## src/rtl/memwb_pkg.sv

```systemverilog
// Shared types for the MEM/WB writeback buffer: load-type encoding and the stored entry.
package memwb_pkg;

  // Widest supported datapath and register address; narrower builds use the low bits.
  localparam int MAX_XLEN = 64;
  localparam int MAX_AW   = 16;

  typedef enum logic [2:0] {
    LB  = 3'd0,
    LH  = 3'd1,
    LW  = 3'd2,
    LD  = 3'd3,
    LBU = 3'd4,
    LHU = 3'd5,
    LWU = 3'd6
  } load_funct3_e;

  typedef struct packed {
    logic [MAX_XLEN-1:0] wdata;
    logic [MAX_AW-1:0]   waddr;
    logic                regwrite;
    logic                f_regwrite;
  } memwb_entry_t;

endpackage

```

## src/rtl/memwb_if.sv

```systemverilog
// MEM/WB handshake bundle: upstream entry fields in, writeback head entry out.
interface memwb_if #(
  parameter int XLEN = 32,
  parameter int AW   = 5
);
  localparam int OFFW = $clog2(XLEN / 8);

  logic            in_valid;
  logic            in_ready;
  logic [XLEN-1:0] in_rd_data;
  logic [XLEN-1:0] in_load_data;
  logic [OFFW-1:0] in_byte_off;
  logic [2:0]      in_funct3;
  logic [AW-1:0]   in_waddr;
  logic            in_regwrite;
  logic            in_f_regwrite;
  logic            in_is_load;

  logic            out_valid;
  logic            out_ready;
  logic [XLEN-1:0] out_wdata;
  logic [AW-1:0]   out_waddr;
  logic            out_regwrite;
  logic            out_f_regwrite;
  logic [1:0]      out_count;

  modport slave (
    input  in_valid, in_rd_data, in_load_data, in_byte_off, in_funct3,
           in_waddr, in_regwrite, in_f_regwrite, in_is_load, out_ready,
    output in_ready, out_valid, out_wdata, out_waddr, out_regwrite,
           out_f_regwrite, out_count
  );

  modport master (
    output in_valid, in_rd_data, in_load_data, in_byte_off, in_funct3,
           in_waddr, in_regwrite, in_f_regwrite, in_is_load, out_ready,
    input  in_ready, out_valid, out_wdata, out_waddr, out_regwrite,
           out_f_regwrite, out_count
  );

endinterface

```

## src/rtl/memwb_load_ext.sv

```systemverilog
// Load data extraction: selects the addressed byte/half/word lane and sign/zero-extends it.
module memwb_load_ext
  import memwb_pkg::*;
#(
  parameter int XLEN = 32,
  parameter int OFFW = $clog2(XLEN / 8)
) (
  input  logic [XLEN-1:0] load_data_i,
  input  logic [OFFW-1:0] byte_off_i,
  input  logic [2:0]      funct3_i,
  output logic [XLEN-1:0] data_o
);

  logic [OFFW-1:0] off_h;
  logic [OFFW-1:0] off_w;
  logic [7:0]      byte_v;
  logic [15:0]     half_v;
  logic [31:0]     word_v;

  // Misaligned low offset bits are ignored by clearing them before lane select.
  assign off_h  = byte_off_i & ~OFFW'(1);
  assign off_w  = byte_off_i & ~OFFW'(3);
  assign byte_v = load_data_i[{byte_off_i, 3'b000} +: 8];
  assign half_v = load_data_i[{off_h, 3'b000} +: 16];
  assign word_v = load_data_i[{off_w, 3'b000} +: 32];

  always_comb begin
    data_o = load_data_i;
    case (funct3_i)
      LB: begin
        data_o      = {XLEN{byte_v[7]}};
        data_o[7:0] = byte_v;
      end
      LH: begin
        data_o       = {XLEN{half_v[15]}};
        data_o[15:0] = half_v;
      end
      LW: begin
        data_o       = {XLEN{word_v[31]}};
        data_o[31:0] = word_v;
      end
      LBU: begin
        data_o      = '0;
        data_o[7:0] = byte_v;
      end
      LHU: begin
        data_o       = '0;
        data_o[15:0] = half_v;
      end
      LWU: begin
        // On a 32-bit datapath LWU is not a load type and passes the word through.
        if (XLEN == 64) begin
          data_o       = '0;
          data_o[31:0] = word_v;
        end
      end
      default: data_o = load_data_i;
    endcase
  end

endmodule

```

## src/rtl/memwb_pipe.sv

```systemverilog
// MEM/WB writeback buffer: two-entry FIFO holding final write data for the register file.
// Optional build macro MEMWB_X0_DROP_EN discards integer-only writes aimed at register 0.
module memwb_pipe
  import memwb_pkg::*;
#(
  parameter int XLEN = 32,
  parameter int AW   = 5
) (
  input  logic   clk,
  input  logic   reset,
  input  logic   flush,
  memwb_if.slave bus
);

  localparam int OFFW = $clog2(XLEN / 8);

  logic [XLEN-1:0] ld_ext;
  logic [XLEN-1:0] wdata_sel;
  logic            x0_drop;
  logic            push;
  logic            keep;
  logic            pop;
  logic [1:0]      count_q, count_d;
  memwb_entry_t    head_q, head_d;
  memwb_entry_t    skid_q, skid_d;
  memwb_entry_t    new_entry;
  logic            unused_hi;

  memwb_load_ext #(
    .XLEN (XLEN),
    .OFFW (OFFW)
  ) u_load_ext (
    .load_data_i (bus.in_load_data),
    .byte_off_i  (bus.in_byte_off),
    .funct3_i    (bus.in_funct3),
    .data_o      (ld_ext)
  );

  assign wdata_sel = bus.in_is_load ? ld_ext : bus.in_rd_data;

  always_comb begin
    new_entry                  = '0;
    new_entry.wdata[XLEN-1:0]  = wdata_sel;
    new_entry.waddr[AW-1:0]    = bus.in_waddr;
    new_entry.regwrite         = bus.in_regwrite;
    new_entry.f_regwrite       = bus.in_f_regwrite;
  end

`ifdef MEMWB_X0_DROP_EN
  assign x0_drop = (bus.in_waddr == '0) & bus.in_regwrite & ~bus.in_f_regwrite;
`else
  assign x0_drop = 1'b0;
`endif

  assign bus.in_ready  = (count_q != 2'd2);
  assign bus.out_valid = (count_q != 2'd0);
  assign push          = bus.in_valid & bus.in_ready;
  // Entries that write nothing still complete the handshake but never occupy a slot.
  assign keep          = push & (bus.in_regwrite | bus.in_f_regwrite) & ~x0_drop;
  assign pop           = bus.out_valid & bus.out_ready;

  always_comb begin
    count_d = count_q;
    head_d  = head_q;
    skid_d  = skid_q;
    if (flush) begin
      count_d = 2'd0;
    end else begin
      case (count_q)
        2'd0: begin
          if (keep) begin
            head_d  = new_entry;
            count_d = 2'd1;
          end
        end
        2'd1: begin
          if (pop && keep) begin
            head_d = new_entry;
          end else if (pop) begin
            count_d = 2'd0;
          end else if (keep) begin
            skid_d  = new_entry;
            count_d = 2'd2;
          end
        end
        default: begin
          if (pop) begin
            head_d  = skid_q;
            count_d = 2'd1;
          end
        end
      endcase
    end
  end

  always_ff @(posedge clk or negedge reset) begin
    if (!reset) begin
      count_q <= 2'd0;
      head_q  <= '0;
      skid_q  <= '0;
    end else begin
      count_q <= count_d;
      head_q  <= head_d;
      skid_q  <= skid_d;
    end
  end

  // Write enables are qualified by valid so a retired head can never re-trigger a write.
  assign bus.out_wdata      = head_q.wdata[XLEN-1:0];
  assign bus.out_waddr      = head_q.waddr[AW-1:0];
  assign bus.out_regwrite   = head_q.regwrite & bus.out_valid;
  assign bus.out_f_regwrite = head_q.f_regwrite & bus.out_valid;
  assign bus.out_count      = count_q;

  assign unused_hi = ^{head_q.wdata, head_q.waddr};

endmodule

```

## src/flat_wrapper.sv

```systemverilog
// flat-port wrapper written by rule: the top's interface ports become plain ports
module memwb_pipe_flat import memwb_pkg::*;
#(
  parameter int XLEN = 32,
  parameter int AW   = 5
)
  (clk, reset, flush, bus_in_valid, bus_in_rd_data, bus_in_load_data, bus_in_byte_off, bus_in_funct3, bus_in_waddr, bus_in_regwrite, bus_in_f_regwrite, bus_in_is_load, bus_out_ready, bus_in_ready, bus_out_valid, bus_out_wdata, bus_out_waddr, bus_out_regwrite, bus_out_f_regwrite, bus_out_count);
  memwb_if #(.XLEN(XLEN), .AW(AW)) bus_i ();
  input  logic clk;
  input  logic reset;
  input  logic flush;
  input wire logic [$bits(bus_i.in_valid)-1:0] bus_in_valid;
  input wire logic [$bits(bus_i.in_rd_data)-1:0] bus_in_rd_data;
  input wire logic [$bits(bus_i.in_load_data)-1:0] bus_in_load_data;
  input wire logic [$bits(bus_i.in_byte_off)-1:0] bus_in_byte_off;
  input wire logic [$bits(bus_i.in_funct3)-1:0] bus_in_funct3;
  input wire logic [$bits(bus_i.in_waddr)-1:0] bus_in_waddr;
  input wire logic [$bits(bus_i.in_regwrite)-1:0] bus_in_regwrite;
  input wire logic [$bits(bus_i.in_f_regwrite)-1:0] bus_in_f_regwrite;
  input wire logic [$bits(bus_i.in_is_load)-1:0] bus_in_is_load;
  input wire logic [$bits(bus_i.out_ready)-1:0] bus_out_ready;
  output wire logic [$bits(bus_i.in_ready)-1:0] bus_in_ready;
  output wire logic [$bits(bus_i.out_valid)-1:0] bus_out_valid;
  output wire logic [$bits(bus_i.out_wdata)-1:0] bus_out_wdata;
  output wire logic [$bits(bus_i.out_waddr)-1:0] bus_out_waddr;
  output wire logic [$bits(bus_i.out_regwrite)-1:0] bus_out_regwrite;
  output wire logic [$bits(bus_i.out_f_regwrite)-1:0] bus_out_f_regwrite;
  output wire logic [$bits(bus_i.out_count)-1:0] bus_out_count;
  assign bus_i.in_valid = bus_in_valid;
  assign bus_i.in_rd_data = bus_in_rd_data;
  assign bus_i.in_load_data = bus_in_load_data;
  assign bus_i.in_byte_off = bus_in_byte_off;
  assign bus_i.in_funct3 = bus_in_funct3;
  assign bus_i.in_waddr = bus_in_waddr;
  assign bus_i.in_regwrite = bus_in_regwrite;
  assign bus_i.in_f_regwrite = bus_in_f_regwrite;
  assign bus_i.in_is_load = bus_in_is_load;
  assign bus_i.out_ready = bus_out_ready;
  assign bus_in_ready = bus_i.in_ready;
  assign bus_out_valid = bus_i.out_valid;
  assign bus_out_wdata = bus_i.out_wdata;
  assign bus_out_waddr = bus_i.out_waddr;
  assign bus_out_regwrite = bus_i.out_regwrite;
  assign bus_out_f_regwrite = bus_i.out_f_regwrite;
  assign bus_out_count = bus_i.out_count;
  memwb_pipe #(.XLEN(XLEN), .AW(AW)) u_core (.clk(clk), .reset(reset), .flush(flush), .bus(bus_i));
endmodule
```

## config.mk

```make
export PLATFORM = sky130hd
export DESIGN_NAME = memwb_pipe_flat
export DESIGN_NICKNAME = d
export VERILOG_FILES = /design/src/rtl/memwb_pkg.sv /design/src/rtl/memwb_if.sv /design/src/rtl/memwb_load_ext.sv /design/src/rtl/memwb_pipe.sv /design/src/flat_wrapper.sv
export SDC_FILE = /design/constraint.sdc
export NUM_CORES = 1
export LEC_CHECK = 0
export BUFFER_PORTS_ARGS = -buffer_cell sky130_fd_sc_hd__buf_2
export CAP_MARGIN = 20
export CORE_MARGIN = 5
export CORE_UTILIZATION = 45
export CTS_BUF_LIST = sky130_fd_sc_hd__clkbuf_8
export CTS_CLUSTER_SIZE = 24
export DETAILED_ROUTE_END_ITERATION = 10
export MAX_ROUTING_LAYER = met4
export PLACE_DENSITY = 0.79
export SYNTH_ARGS = -nofsm -noshare
export SYNTH_HDL_FRONTEND = slang
export SYNTH_HIERARCHICAL = 1
export SYNTH_SLANG_ARGS = --single-unit
```

## constraint.sdc

```tcl
create_clock -name clk -period 4.75 [get_ports clk]
set_clock_uncertainty 0.2 [all_clocks]
set_input_delay 1.1875 -clock clk [delete_from_list [all_inputs] [get_ports clk]]
set_output_delay 1.1875 -clock clk [all_outputs]
set_load 0.01 [all_outputs]
```

==> results of run 1 <==
-- registers in the layout (all words and copies together) (netlist names) --
signal and cells:
u_core/bus.out_waddr 5, u_core/bus.out_wdata 32, u_core/head_q 2, u_core/skid_q 39, u_core/bus.out_count 2
-- metal layers --
metal,part of all wire (%),global-route usage [%]
met1,42,23.5
met2,51,31.9
met3,6.2,2.82
met4,1.5,6.88
met5,0,-
-- cell usage after synthesis --
| library cell | number | area (um2) |
|---|---|---|
| o211a_1 | 1 | 10.0 |
| o21ba_2 | 1 | 10.0 |
| o21ai_0 | 1 | 5.00 |
| or2_2 | 1 | 6.26 |
| a21oi_1 | 10 | 50.1 |
| o21a_1 | 1 | 7.51 |
| o22a_1 | 8 | 70.1 |
| nor2b_1 | 9 | 56.3 |
| mux2_4 | 8 | 120 |
| nand3b_1 | 8 | 60.1 |
| mux2i_1 | 15 | 150 |
| mux2_1 | 12 | 135 |
| buf_4 | 40 | 300 |
| o21ai_2 | 1 | 8.76 |
| clkbuf_1 | 15 | 56.3 |
| buf_8 | 1 | 15.0 |
| nand2b_1 | 4 | 25.0 |
| mux2_2 | 130 | 1460 |
| dfrtp_1 | 80 | 2000 |
| buf_6 | 6 | 67.6 |
| or3_1 | 1 | 6.26 |
| nor4_2 | 1 | 12.5 |
| nor3_1 | 1 | 5.00 |
| buf_1 | 2 | 7.51 |
| nor3b_1 | 1 | 7.51 |
| a22oi_2 | 1 | 12.5 |
| nand2_1 | 32 | 120 |
| inv_1 | 3 | 11.3 |
| a22o_1 | 8 | 70.1 |
| and2_4 | 1 | 8.76 |
| mux4_2 | 1 | 22.5 |
| buf_2 | 5 | 25.0 |
| and2_1 | 2 | 12.5 |
| o32ai_4 | 1 | 27.5 |
| a221o_1 | 8 | 80.1 |
-- final timing paths --
check / start / slack (ps) / to
worst max-delay path: bus_in_byte_off[1] / 1060 / u_core/bus.out_wdata[31]$_DFFE_PN0P_
worst min-delay path: u_core/skid_q[46]$_DFFE_PN0P_ / 290 / u_core/skid_q[46]$_DFFE_PN0P_
worst max register to register: u_core/bus.out_count[1]$_DFFE_PN0P_ / 2590 / u_core/skid_q[23]$_DFFE_PN0P_
worst min register to register: u_core/skid_q[46]$_DFFE_PN0P_ / 290 / u_core/skid_q[46]$_DFFE_PN0P_
max in group asynchronous: reset / 3230 / u_core/skid_q[44]$_DFFE_PN0P_
min in group asynchronous: reset / 510 / u_core/skid_q[24]$_DFFE_PN0P_
-- worst max-delay path, stage by stage --
cell and delay [ps]:
buf_2 320, mux4_2 600, a22oi_2 600, nand2_1 180, mux2_2 320, mux2_2 260
mux2_2 260
-- kinds of logic (layout without fill, tap and decap cells) --
kind of cell | count (synthesis) | in the layout | share of synthesized area [%]
buffers and inverters | 72 | 148 | 9.57
AO/OA/AOI/OAI | 41 | 41 | 6.96
flip-flops | 80 | 80 | 39.7
AND/OR/NAND/NOR | 61 | 61 | 6.34
other | 0 | 1 | 0
multiplexers | 166 | 166 | 37.5
-- power breakdown --
group	leakage [nW]	switching (mW)	internal, mW
sequential	0.994	0.0834	0.852
clock	0.123	0.267	0.366
combinational	1.59	0.246	0.304
-- placed cells by master (no fill, tap or decap), types with 2 or more instances in the layout --
| cell | instances |
|---|---|
| bufinv_16 | 3 |
| buf_4 | 5 |
| mux2_4 | 8 |
| a21oi_1 | 10 |
| clkbuf_8 | 10 |
| a22o_1 | 8 |
| a221o_1 | 8 |
| mux2i_1 | 15 |
| inv_1 | 3 |
| mux2_1 | 12 |
| nand2b_1 | 4 |
| buf_2 | 123 |
| o22a_1 | 8 |
| nor2b_1 | 9 |
| mux2_2 | 130 |
| nand3b_1 | 8 |
| dfrtp_1 | 79 |
| nand2_1 | 32 |
| and2_1 | 2 |
-- metrics by stage --
stage	hold WS [ps]	instance area, um2
final	291	5700
after CTS	293	5670
after global placement	261	5420
after global routing	311	5700
after floorplan	252	5050
after detailed placement	273	5420
-- final cells by class --
| cell class | count | area, um2 | share of cell area (%) |
|---|---|---|---|
| timing repair buffer | 129 | 681 | 11.9 |
| clock inverter | 6 | 115 | 2.02 |
| clock buffer | 10 | 138 | 2.42 |
| tap | 140 | 175 | 3.07 |
| multi-input combinational | 268 | 2570 | 45.1 |
| sequential | 80 | 2000 | 35.2 |
| antenna | 1 | 2.50 | 0.0439 |
| inverter | 3 | 11.3 | 0.198 |
==> flow_summary_export.csv, run 1 <==
group,metric,value,unit
floorplanning,die_area,13400,um2
route,vias,3489,
grt,grt_start_max_net_pins,81,
timing,fmax,271,MHz
final_layout,synthToLayoutAreaGrowth,12.9,%
floorplanning,ios,125,
timing,slew_headroom,49.2,%
synthesis,ys.warnings.count,6,
grt,grt_usage,19.0,%
route,drtIter0Drc,247,
pwr,power,2.12,mW
floorplanning,initial_core_util,46.2,%
route,first_pass_iters,4,
timing,rsz0062_at_grt,"no",
grt,grt_pass1_wl,19200,um
timing,tightestPinTransition,762,ps
route,route.detailed.drc,0,
route,postRouteWirelength,12200,um
floorplanning,die_width,116,um
grt,antenna_found_initial,1,
placement,io_buffers,124,
cts,clockBufferDepth,2,
pwr,p_leak,2.71,nW
synthesis,yosysSeqAreaShare,39.7,%
placement,pre_cts_ws,677,ps
cts,cts_tree,"built",
cts,postCtsSetupBuffers,0,
final_layout,n_fill_cell,970,
timing,fin_crit,3690,ps
run_status,outcome,"finished clean",
cts,cts.repair.resized,0,
cts,clock_sinks,80,
timing,setup_violations,0,
worst_setup_path,reg2regPathDepth,4,
placement,dp_hpwl,8800,um
grt,grt_pass1_vias,3720,
route,wl_per_cell,19.1,um
final_layout,fin_nets,573,
floorplanning,num_rows,38,
worst_setup_path,end_kind,"flip-flop",
cts,clkLatencyLatePin,360,ps
cts,clkTransAtPathRegs,80,ps
pwr,p_per_area,372,nW/um2
worst_hold_path,hp-class,"flip-flop to flip-flop",
floorplanning,fp.coreArea,10900,um2
run,maxCapViolCount,0,
placement,gp_congestion,0.843,
synthesis,syn-num-nets,502,
route,via_per_inst,5.48,
timing,hold_violations,0,
floorplanning,die_h,116,um
worst_setup_path,worstPathArrival,3730,ps
synthesis,syn_inst,420,
placement,dp.cells,619,
grt,overflow,0,
pwr,ir_drop,0.194,mV
synthesis,synthesis.area,5050,um2
timing,tns,0,ps
route,postRouteAntennaNets,0,
cts,hold_buffers,0,
final_layout,final_cells,637,
synthesis,ys_seq_elements,80,
cts,cts_buffers,9,
synthesis,syn_avg_cell_area,12.0,um2
worst_setup_path,crit_type,"input port to flip-flop",
synthesis,synth_cell_type_count,35,
timing,fin_ws,1060,ps
final_layout,drive_gt1_share,58.9,%
timing,slew_violations,0,
worst_hold_path,min_path_cells,1,
cts,root_buffer,"clkbuf_8",
worst_setup_path,startpoint_type,"input port",
cts,htree_levels,3,
timing,period_share,77.7,%
final_layout,postLayoutCoreUtil,52.1,%
worst_setup_path,cp_data_required_time,4790,ps
worst_setup_path,worstPathMaxFanout,19,
No activity file was read; power rests on OpenSTA's default activity.
==> run 2, diff against run 1 <==
Settings changed: PLACE_DENSITY 0.79 to 0.82.
Clock period 4.75 ns to 3 ns, I/O delays scaled along.
==> run 2 against run 1 <==
Compared with the run above:
- global-route usage shrank 0.67 points
- utilization grew 0.26 points
- die area is the same
- worst setup slack lost 730 ps
- critical path type unchanged
- critical endpoint is now u_core/bus.out_wdata[15]$_DFFE_PN0P_
==> flow_summary_export.csv, run 2 (synthesis gave the netlist of run 1 again) <==
group,metric,value,unit
cts,clkTransAtPathRegs,80,ps
placement,gp_congestion,0.861,
placement,io_buffers,124,
timing,fin_crit,2670,ps
cts,postCtsSetupBuffers,0,
worst_setup_path,cp_data_required_time,3030,ps
run,maxCapViolCount,0,
route,postRouteAntennaNets,0,
floorplanning,die_width,116,um
cts,htree_levels,3,
route,route.detailed.drc,0,
route,vias,3456,
floorplanning,initial_core_util,46.2,%
floorplanning,num_rows,38,
worst_setup_path,crit_type,"input port to flip-flop",
final_layout,final_cell_mix,"130 x mux2_2, 123 x buf_2, 79 x dfrtp_1, 32 x nand2_1",
final_layout,largest_register_ffs,39,
cts,cts.repair.resized,0,
grt,antenna_found_initial,1,
route,wl_per_cell,18.3,um
grt,grt_pass1_wl,18500,um
timing,tightestPinTransition,920,ps
worst_setup_path,startpoint_type,"input port",
worst_setup_path,end_kind,"flip-flop",
final_layout,final_cells,648,
pwr,power,3.15,mW
final_layout,drive_gt1_share,59.8,%
final_layout,synthToLayoutAreaGrowth,13.4,%
floorplanning,die_h,116,um
pwr,ir_drop,0.342,mV
timing,fmax,375,MHz
placement,dp.cells,631,
cts,clock_sinks,80,
grt,grt_usage,18.4,%
final_layout,regMostFlops,"u_core/skid_q",
route,first_pass_iters,7,
route,postRouteWirelength,11900,um
final_layout,fin_nets,584,
run_status,outcome,"finished clean",
floorplanning,ios,125,
grt,grt_start_max_net_pins,74,
floorplanning,fp.coreArea,10900,um2
timing,holdWs,288,ps
cts,clkLatencyLatePin,350,ps
timing,setup_violations,0,
route,drtIter0Drc,154,
cts,cts_tree,"built",
placement,dp_hpwl,8770,um
route,via_per_inst,5.33,
timing,period_share,88.9,%
worst_hold_path,hp-class,"flip-flop to flip-flop",
floorplanning,die_area,13400,um2
grt,overflow,0,
timing,rsz0062_at_grt,"no",
cts,root_buffer,"clkbuf_8",
worst_setup_path,worstPathArrival,2700,ps
cts,cts_buffers,9,
pwr,p_leak,2.74,nW
pwr,p_per_area,549,nW/um2
grt,grt_pass1_vias,3676,
cts,hold_buffers,0,
timing,slew_headroom,38.7,%
timing,hold_violations,0,
cts,clockBufferDepth,2,
worst_setup_path,worstPathMaxFanout,8,
final_layout,final_common_cell,"mux2_2",
timing,slew_violations,0,
-- run 2: through the flow --
stage               TNS, ps  instance area (um2)  worst slack [ps]  util [%]
floorplan                 0                 5050              15.5         -
global placement      -22.1                 5530             -22.1      50.6
detailed placement    -23.9                 5530             -23.9      50.6
CTS                       0                 5720               353      52.3
global route              0                 5730               303      52.4
finish                    0                 5730               332      52.4
-- run 2: path summary, 6_finish.rpt --
| check | startpoint | endpoint | slack, ps | cells after the start |
|---|---|---|---|---|
| worst max-delay path | bus_in_byte_off[1] | u_core/bus.out_wdata[15]$_DFFE_PN0P_ | 330 | 7 |
| worst min-delay path | u_core/skid_q[5]$_DFFE_PN0P_ | u_core/skid_q[5]$_DFFE_PN0P_ | 290 | 1 |
| worst max register to register | u_core/bus.out_count[1]$_DFFE_PN0P_ | u_core/bus.out_wdata[30]$_DFFE_PN0P_ | 850 | 4 |
| worst min register to register | u_core/skid_q[5]$_DFFE_PN0P_ | u_core/skid_q[5]$_DFFE_PN0P_ | 290 | 1 |
| max in group asynchronous | reset | u_core/bus.out_count[1]$_DFFE_PN0P_ | 1630 | 1 |
| min in group asynchronous | reset | u_core/bus.out_wdata[8]$_DFFE_PN0P_ | 340 | 1 |
-- run 2: cell type report --
cell class	count	area (um2)
fillers	981	5210
flip-flops and latches	80	2000
inverters	3	11.3
repair buffers	140	768
clock buffers	9	124
diodes	1	2.50
well taps	140	175
clock inverters	7	70.1
multi-input cells	268	2570
-- run 2: report_power, final --
part           switching (mW)  total (mW)  internal (mW)
clock network           0.408       0.793          0.385
logic                   0.386       0.876          0.489
registers               0.129        1.48           1.35
-- run 2: worst max-delay path, cell delays in order --
cell     delay (ps)
buf_2           100
mux4_2          540
and2_4          200
a221o_1         280
mux2_2          300
mux2_2          270
mux2_2          260
-- run 2: per-layer routing --
| layer | part of all wire (%) | vias up | GRT usage, % |
|---|---|---|---|
| met5 | 0 | - | - |
| met4 | 1.1 | 0 | 5.26 |
| met3 | 7.2 | 9 | 3.66 |
| met2 | 49 | 121 | 30.2 |
| met1 | 43 | 1693 | 23.1 |
| li1 | - | 1633 | - |
